--- config.mk ---
export PLATFORM = sky130hd
export DESIGN_NAME = uart_tx_cfg
export DESIGN_NICKNAME = d
export VERILOG_FILES = /design/src/rtl/uart_pkg.sv /design/src/rtl/uart_bit_timer.sv /design/src/rtl/uart_tx_cfg.sv
export SDC_FILE = /design/constraint.sdc
export NUM_CORES = 1
export LEC_CHECK = 0
export BUFFER_PORTS_ARGS = -buffer_cell sky130_fd_sc_hd__buf_2
export CELL_PAD_IN_SITES_DETAIL_PLACEMENT = 0
export CELL_PAD_IN_SITES_GLOBAL_PLACEMENT = 1
export CORE_UTILIZATION = 45
export DETAILED_ROUTE_END_ITERATION = 10
export PLACE_DENSITY_LB_ADDON = 0.2
export SLEW_MARGIN = 0
export SYNTH_ARGS = -nofsm -noshare
export SYNTH_HDL_FRONTEND = slang
export SYNTH_SLANG_ARGS = --single-unit
--- constraint.sdc ---
create_clock -name i_Clock -period 5.3 [get_ports i_Clock]
set_input_delay 1.06 -clock i_Clock [delete_from_list [all_inputs] [get_ports i_Clock]]
set_output_delay 1.06 -clock i_Clock [all_outputs]
set_load 0.01 [all_outputs]
--- src/rtl/uart_pkg.sv ---
// Shared UART definitions: FSM states, parity modes and baud helpers.
package uart_pkg;

  typedef enum logic [2:0] {
    IDLE   = 3'd0,
    START  = 3'd1,
    DATA   = 3'd2,
    PARITY = 3'd3,
    STOP   = 3'd4
  } uart_state_t;

  typedef enum logic [1:0] {
    NONE = 2'b00,
    EVEN = 2'b01,
    ODD  = 2'b10
  } uart_parity_t;

  // Raw 2-bit mode field to parity enum; the unused code 11 falls back to NONE.
  function automatic uart_parity_t decode_parity(input logic [1:0] mode);
    case (mode)
      2'b01:   return EVEN;
      2'b10:   return ODD;
      default: return NONE;
    endcase
  endfunction

  // Clocks per bit for a given clock and baud rate, rounded to nearest.
  function automatic int unsigned clks_per_bit(input int unsigned clk_hz,
                                               input int unsigned baud);
    return (clk_hz + baud / 2) / baud;
  endfunction

  localparam int unsigned DEFAULT_CLK_HZ       = 50_000_000;
  localparam int unsigned DEFAULT_BAUD         = 115_200;
  localparam int unsigned DEFAULT_CLKS_PER_BIT = clks_per_bit(DEFAULT_CLK_HZ, DEFAULT_BAUD);

endpackage

--- src/rtl/uart_bit_timer.sv ---
// Bit-period timer: counts 0..N-1 and flags the last cycle of each bit.
// Held at zero while restart is high so the first bit after release is full length.
module uart_bit_timer #(
  parameter int DIV_WIDTH = 16
) (
  input  logic                 i_Clock,
  input  logic                 i_Rst,
  input  logic [DIV_WIDTH-1:0] i_Clks_Per_Bit,
  input  logic                 i_Restart,
  output logic                 o_Bit_End
);

  logic [DIV_WIDTH-1:0] cnt_q;
  logic [DIV_WIDTH-1:0] cnt_d;
  logic [DIV_WIDTH-1:0] last_cnt;

  // A divisor of 0 behaves as 1, i.e. every cycle is a bit boundary.
  assign last_cnt  = (i_Clks_Per_Bit == '0) ? '0 : i_Clks_Per_Bit - DIV_WIDTH'(1);
  assign o_Bit_End = !i_Restart && (cnt_q == last_cnt);

  // Next count: wrap at the bit boundary or when restarted.
  always_comb begin
    cnt_d = cnt_q + DIV_WIDTH'(1);
    if (i_Restart || o_Bit_End) cnt_d = '0;
  end

  // Counter register.
  always_ff @(posedge i_Clock) begin
    if (i_Rst) cnt_q <= '0;
    else       cnt_q <= cnt_d;
  end

endmodule

--- src/rtl/uart_tx_cfg.sv ---
// Runtime-configurable UART transmitter: N clocks per bit, DATA_BITS data bits
// LSB first, optional even/odd parity, one or two stop bits, ready/valid input.
module uart_tx_cfg
  import uart_pkg::*;
#(
  parameter int DATA_BITS = 8,
  parameter int DIV_WIDTH = 16
) (
  input  logic                 i_Clock,
  input  logic                 i_Rst,
  input  logic [DIV_WIDTH-1:0] i_Clks_Per_Bit,
  input  logic [1:0]           i_Parity_Mode,
  input  logic                 i_Stop_Bits,
  input  logic                 i_TX_DV,
  input  logic [DATA_BITS-1:0] i_TX_Byte,
  output logic                 o_TX_Ready,
  output logic                 o_TX_Active,
  output logic                 o_TX_Serial,
  output logic                 o_TX_Done
);

  localparam int IDX_W = (DATA_BITS > 1) ? $clog2(DATA_BITS) : 1;
  localparam logic [IDX_W-1:0] LAST_IDX = IDX_W'(DATA_BITS - 1);

  uart_state_t          state_q;
  logic [DATA_BITS-1:0] shift_q;
  logic [IDX_W-1:0]     idx_q;
  logic [DIV_WIDTH-1:0] n_q;
  logic                 par_en_q;
  logic                 par_bit_q;
  logic                 stop2_q;
  logic                 stop_idx_q;
  logic                 ser_q;
  logic                 act_q;
  logic                 done_q;
  logic                 bit_end;
  logic                 timer_restart;

  // Timer is parked while idle so START always gets a full N cycles.
  assign timer_restart = (state_q == IDLE);

  uart_bit_timer #(
    .DIV_WIDTH(DIV_WIDTH)
  ) u_bit_timer (
    .i_Clock       (i_Clock),
    .i_Rst         (i_Rst),
    .i_Clks_Per_Bit(n_q),
    .i_Restart     (timer_restart),
    .o_Bit_End     (bit_end)
  );

  assign o_TX_Ready  = (state_q == IDLE);
  assign o_TX_Active = act_q;
  assign o_TX_Serial = ser_q;
  assign o_TX_Done   = done_q;

  // Frame FSM: the serial level is registered on the edge that enters each bit.
  always_ff @(posedge i_Clock) begin
    if (i_Rst) begin
      state_q    <= IDLE;
      idx_q      <= '0;
      n_q        <= DIV_WIDTH'(1);
      par_en_q   <= 1'b0;
      par_bit_q  <= 1'b0;
      stop2_q    <= 1'b0;
      stop_idx_q <= 1'b0;
      ser_q      <= 1'b1;
      act_q      <= 1'b0;
      done_q     <= 1'b0;
    end else begin
      done_q <= 1'b0;
      case (state_q)
        IDLE: begin
          ser_q <= 1'b1;
          act_q <= 1'b0;
          if (i_TX_DV) begin
            // Snapshot word and configuration; inputs are free until the next accept.
            shift_q    <= i_TX_Byte;
            n_q        <= (i_Clks_Per_Bit == '0) ? DIV_WIDTH'(1) : i_Clks_Per_Bit;
            par_en_q   <= (decode_parity(i_Parity_Mode) != NONE);
            par_bit_q  <= (decode_parity(i_Parity_Mode) == ODD) ? ~^i_TX_Byte : ^i_TX_Byte;
            stop2_q    <= i_Stop_Bits;
            idx_q      <= '0;
            stop_idx_q <= 1'b0;
            ser_q      <= 1'b0;
            act_q      <= 1'b1;
            state_q    <= START;
          end
        end
        START: begin
          if (bit_end) begin
            ser_q   <= shift_q[0];
            idx_q   <= '0;
            state_q <= DATA;
          end
        end
        DATA: begin
          if (bit_end) begin
            if (idx_q == LAST_IDX) begin
              if (par_en_q) begin
                ser_q   <= par_bit_q;
                state_q <= PARITY;
              end else begin
                ser_q      <= 1'b1;
                stop_idx_q <= 1'b0;
                state_q    <= STOP;
              end
            end else begin
              idx_q   <= idx_q + IDX_W'(1);
              shift_q <= shift_q >> 1;
              ser_q   <= shift_q[1];
            end
          end
        end
        PARITY: begin
          if (bit_end) begin
            ser_q      <= 1'b1;
            stop_idx_q <= 1'b0;
            state_q    <= STOP;
          end
        end
        STOP: begin
          if (bit_end) begin
            if (stop2_q && !stop_idx_q) begin
              stop_idx_q <= 1'b1;
            end else begin
              act_q   <= 1'b0;
              done_q  <= 1'b1;
              state_q <= IDLE;
            end
          end
        end
        default: begin
          ser_q   <= 1'b1;
          act_q   <= 1'b0;
          state_q <= IDLE;
        end
      endcase
    end
  end

endmodule

# Word-level counts from Yosys, hierarchy flattened
# Cells that the tools add are included.
[totals] ff_bits=53 out_inout_bits=4 elab_cells=107
[op_classes] n_addsub=3 eq_ne=19 n_mux=45 bitwise_logic=4 n_reduce_logical=24
[op_table] cell="3-bit 2-to-1 mux" count=12
[op_table] cell="16-bit logical NOT" count=2
[op_table] cell="16-bit 2-to-1 mux" count=2
[op_table] cell="8-bit 2-to-1 mux" count=3
[op_table] cell="1-bit 2-to-1 mux" count=18
[op_table] cell="16-bit by 1-bit adder with 16-bit output, second input constant" count=1
[op_table] cell="16-bit equality test" count=1
[op_table] cell="8-bit case mux with 2 select lines" count=1
[op_table] cell="16-bit by 1-bit subtractor with 16-bit output, second input constant" count=1
[op_table] cell="3-bit case mux with 5 select lines" count=1
[op_table] cell="2-bit inequality test, second input constant" count=6
[op_table] cell="5-bit AND reduction" count=2
[op_table] cell="3-bit case mux with 3 select lines" count=1
[op_table] cell="2-bit by 1-bit inequality test with 1-bit output, second input constant" count=4
[op_table] cell="8-bit AND reduction" count=1
[op_table] cell="8-bit XNOR reduction" count=1
[op_table] cell="8-bit parity" count=1
[op_table] cell="7-bit AND reduction" count=1
[op_table] cell="3-bit by 2-bit equality test with 1-bit output, second input constant" count=2
[op_table] cell="3-bit equality test, second input constant" count=2
[op_table] cell="2-bit 2-to-1 mux" count=3
[op_table] cell="3-bit OR reduction" count=2
[op_table] cell="1-bit case mux with 5 select lines" count=1
[op_table] cell="2-bit equality test, second input constant" count=2
[op_table] cell="18 further kinds" count=24

# Logic depth before layout (Yosys ltp)
[logic_depth] word_depth=7 mapped_depth=13 mapped_depth_nobuf=11

# By module
# Synthesis repeated with hierarchy kept, for this count alone.
[unflattened] cells_unflattened=402 hier_area_um2=3357.0
[by_module_without_submodules] mod="uart_tx_cfg" instances=1 cells_each=194 area_each_um2=1800.5
[by_module_without_submodules] mod="uart_bit_timer" instances=1 cells_each=208 area_each_um2=1556.5

# Least setup slack after synthesis
# No wires, ideal clock.
[synth_timing] path_kind="register -> register" from="register n_q[4]" to="register shift_q[0] (enable)" setup_ps=386 arrival_time_ps=3311 required_ps=4914 slack_ps=1603 path_stages_with_launch=11 path_buffers=2 path_cell_list="dfxtp_1 buf_6 or4_4 buf_6 or4_4 and2_4 a22oi_2 nand4_2 nor4_4 a21oi_1 a211oi_1"
[synth_between] elab_chain_len=6
[synth_rtl] element="start, declared" line="uart_tx_cfg.sv:28" source="logic [DIV_WIDTH-1:0] n_q;"
[synth_rtl] element="start signal, assigned" line="uart_tx_cfg.sv:79" source="n_q <= (i_Clks_Per_Bit == '0) ? DIV_WIDTH'(1) : i_Clks_Per_Bit;"
[synth_rtl] element="16-bit by 1-bit subtractor with 16-bit output / 16-bit logical NOT (equally long branches)" line="uart_bit_timer.sv:18" source="assign last_cnt = (i_Clks_Per_Bit == '0) ? '0 : i_Clks_Per_Bit - DIV_WIDTH'(1);"
[synth_rtl] element="16-bit 2-to-1 mux (*)" line="uart_bit_timer.sv:18"
[synth_rtl] element="16-bit equality test (*)" line="uart_bit_timer.sv:19" source="assign o_Bit_End = !i_Restart && (cnt_q == last_cnt);"
[synth_rtl] element="1-bit logical AND (*)" line="uart_bit_timer.sv:19"
[synth_rtl] element="2-bit by 1-bit inequality test with 1-bit output (no source line) (*)"
[synth_rtl] element="5-bit AND reduction (no source line) (*)"
[synth_rtl] element="end signal, assigned" line="uart_tx_cfg.sv:78" source="shift_q <= i_TX_Byte;"
[synth_rtl] element="end signal, assigned" line="uart_tx_cfg.sv:110" source="shift_q <= shift_q >> 1;"
[synth_rtl] element="end, declared" line="uart_tx_cfg.sv:26" source="logic [DATA_BITS-1:0] shift_q;"
# Every way passes the cells marked *; elsewhere a longest branch is shown, timed or not.
# A chain may end at the register's enable or synchronous reset.

# Worst setup path after layout
[layout_timing] from="register n_q[0]" to="register idx_q[0]"
[layout_between] elab_chain_len=6
[layout_rtl] element="16-bit by 1-bit subtractor with 16-bit output / 16-bit logical NOT (equally long branches)" line="uart_bit_timer.sv:18"
[layout_rtl] element="16-bit 2-to-1 mux (*)" line="uart_bit_timer.sv:18"
[layout_rtl] element="16-bit equality test (*)" line="uart_bit_timer.sv:19"
[layout_rtl] element="1-bit logical AND (*)" line="uart_bit_timer.sv:19"
[layout_rtl] element="2-bit by 1-bit inequality test with 1-bit output (no source line)"
[layout_rtl] element="5-bit AND reduction (no source line) (*)"
[layout_rtl] element="end signal, assigned" line="uart_tx_cfg.sv:109" source="idx_q <= idx_q + IDX_W'(1);"
[layout_rtl] element="end, declared" line="uart_tx_cfg.sv:27" source="logic [IDX_W-1:0] idx_q;"
# Marks and branches as above.

==> results.sh <==
export IMPL_status="finished clean"
export IMPL_reg2reg_depth=11
export IMPL_clk_pin_slew_ns=0.10
export IMPL_drcViolationCount=0
export IMPL_r2r_end="idx_q[0]"
export IMPL_crit_chain="inv_1 -> ha_1 -> nor3b_1 -> nand4_1 -> o32ai_1 -> or3b_2 -> nor4_2 -> o2111ai_1 -> o32a_1 -> or3_1 -> a31oi_1"
export IMPL_r2r_start="n_q[0]"
export IMPL_hp_start="stop2_q"
export IMPL_synth_fa_ha_area_share_pct=1.841
export IMPL_h_tree_depth=2
export IMPL_holdCritPathClass="reg2reg"
export IMPL_synth_xor_area_share_pct=9.021
export IMPL_portBuffers=33
export IMPL_reg2reg_slack_ns=1.40
export IMPL_clk_latency_ns=0.31
export IMPL_root_buffer="clkbuf_8"
export IMPL_wl_um=8065
export IMPL_hold_slack_ns=0.4671
export IMPL_fmax_ghz=0.2563
export IMPL_area_delta_synth_final_pct=7.769
export IMPL_async_reset_ff_share_pct=0
export IMPL_slew_headroom_pct=48.15
export IMPL_critical_path_required_ns=5.53
export IMPL_drive_gt1_share_pct=15.38
export IMPL_post_cts_buffers=0
export IMPL_clock_sinks=53
export IMPL_worstMarginPinSlew_ns=0.7707
export IMPL_crit_path_start="n_q[0]"
export IMPL_drv_slew=0
export IMPL_die_w_um=88.90
export IMPL_path_max_fanout=9
export IMPL_core_area_mm2=0.007292
export IMPL_max_vdd_ir_drop_v=0.0002120
export IMPL_grt_pass1_vias=2772
export IMPL_endpoint="idx_q[0]"
export IMPL_place_hpwl_um=6176
export IMPL_path_class="reg2reg"
export IMPL_skew_ns=0.01148
export IMPL_synth_simple_area_share_pct=29.71
export IMPL_post_route_period_util_pct=73.61
export IMPL_grt_first_pass_wirelength_um=13270
export IMPL_synth_top_area_share_pct=26.51
export IMPL_postRouteAntennaNets=0
export IMPL_p_per_area_mw_per_mm2=318.9
export IMPL_synthMuxAreaShare_pct=4.124
export IMPL_multi_input_area_mm2=0.002101
export IMPL_synth_edf_count=8
export IMPL_diodes=0
export IMPL_cts_repair_resized=0
export IMPL_cp_arrival_ns=4.13
export IMPL_synth_seq_cells=53
export IMPL_clockBufferDepth=2
export IMPL_gr_total_overflow=0
export IMPL_setup_viol=0
export IMPL_rsz0062_at_grt="no"
export IMPL_synth_cell_types=67
export IMPL_syn_inst=413
export IMPL_fp_dieH_um=88.90
export IMPL_via_count=2993
export IMPL_syn_area_per_cell_um2=8.228
export IMPL_cts_buffers=5
export IMPL_fillers=777
export IMPL_leakagePower_nw=1.312
export IMPL_start_kind="flop"
export IMPL_antenna_found_initial=0
export IMPL_final_nets=463
export IMPL_initial_utilization_pct=46.60
export IMPL_yosysWarningCount=0
export IMPL_synth_yosys_seq_area_share_pct=33.58
export IMPL_viasPerCell=5.669
export IMPL_drv_cap=0
export IMPL_layout_cells_non_filler=528
export IMPL_synth_compound_area_share_pct=17.12
export IMPL_cp_slowest_cell="or3b_2"
export IMPL_postCtsHoldBufs=0
export IMPL_period_minus_slack_ns=3.902
export IMPL_hold_viol_final=0
export IMPL_dp_cells=520
export IMPL_synth_top_cell_by_area="dfxtp_1"
export IMPL_slowest_delay_ns=0.49
export IMPL_grt_max_degree=34
export IMPL_gp_congestion=0.9174
export IMPL_drt_iter0_markers=119
export IMPL_wl_per_cell_um=15.27
export IMPL_worstSetupEndpointType="flop"
export IMPL_synth_nets=448
export IMPL_ios=34
export IMPL_first_pass_iters=4
export IMPL_syn_cell_area_mm2=0.003398
export IMPL_synth_top_family_by_area="simple AND/OR/NAND/NOR gates"
export IMPL_layout_commonest_cell="nand2_1"
export IMPL_regArea_mm2=0.001141
export IMPL_cts_tree="built"
export IMPL_synth_flop_cell="dfxtp_1"
export IMPL_layout_common_cells="nand2_1, dfxtp_1, nor2_1"
export IMPL_grt_usage_pct=21.79
export IMPL_yosys_top_cells_area="dfxtp_1, edfxtp_1, nand2_1, xnor2_1, nor2_1"
export IMPL_core_rowCount=31
export IMPL_cp_num_buf_inv=1
export IMPL_setup_tns_ns=0
export IMPL_worst_path_dominant_cell_family="simple AND/OR/NAND/NOR gates"
export IMPL_path_depth=11
export IMPL_dieArea_mm2=0.007903
-- kinds of logic after synthesis --
kind of cell | count (synthesis)
AND/OR/NAND/NOR | 188
AO/OA/AOI/OAI | 83
flip-flops | 53
buffers and inverters | 36
XOR/XNOR | 35
multiplexers | 13
adder cells (fa/ha/maj) | 5
-- layer usage --
metal  track usage, %  part of all wire [%]
met5                0                     0
met1            26.78                    46
met4            6.305                   1.8
met2            39.30                    49
met3            3.416                   3.5
-- stage by stage --
stage	worst slack [ns]	utilization (%)	power (mW)	instance area (um2)
detailed placement	1.443	49.04	0.9492	3576
finish	1.398	50.22	1.168	3662
CTS	1.408	50.22	1.179	3662
floorplan	1.603	-	0.8512	3398
global placement	1.571	49.04	0.9459	3576
global route	1.114	50.22	1.247	3662
-- Yosys cell counts, types with 4 or more instances --
library cell	number
nand2b_1	8
a21oi_1	28
mux2i_1	5
ha_1	5
nand2_1	53
nor2b_1	7
clkbuf_1	19
nor3_1	14
nor4_1	12
dfxtp_1	45
inv_1	10
nor2_1	38
or3_1	7
or4_1	4
xnor2_1	21
edfxtp_1	8
a211oi_1	5
mux2_2	8
and3_1	5
o21ai_0	10
nand3_1	14
xor2_1	14
-- worst min-delay path, cell delays in order (launching register included) --
cell	delay, ns
dfxtp_1	0.32
nand2_1	0.05
a21oi_1	0.05
-- power breakdown --
part           internal, mW  total (mW)  switching (mW)  leakage [nW]
sequential            0.447       0.507          0.0595         0.441
clock                0.0916       0.226           0.135        0.0439
combinational         0.180       0.435           0.255         0.827
total                 0.719        1.17           0.449          1.31
-- registers in the layout, indices dropped and copies added, names as in the netlist --
register and count:
state_q 3, o_TX_Active 1, stop2_q 1, o_TX_Done 1
stop_idx_q 1, o_TX_Serial 1, shift_q 8, n_q 16
idx_q 3, par_bit_q 1, par_en_q 1, u_bit_timer.cnt_q 16
-- layout make-up --
class | instances | area share [%]
multi-input cells | 324 | 57.36
flip-flops and latches | 53 | 31.16
repair buffers | 34 | 4.715
well taps | 99 | 3.382
clock buffers | 5 | 1.879
inverters | 10 | 1.025
clock inverters | 3 | 0.4783
-- worst min path at each step --
stage / depth (start not counted) / end / slack, ns
global route: 2 / stop2_q / 0.50
floorplan: 2 / par_bit_q / 0.43
detailed placement: 2 / stop2_q / 0.46
global placement: 2 / stop2_q / 0.46
finish: 2 / stop2_q / 0.47
CTS: 2 / stop2_q / 0.47
(Power assumes the default switching activity.)
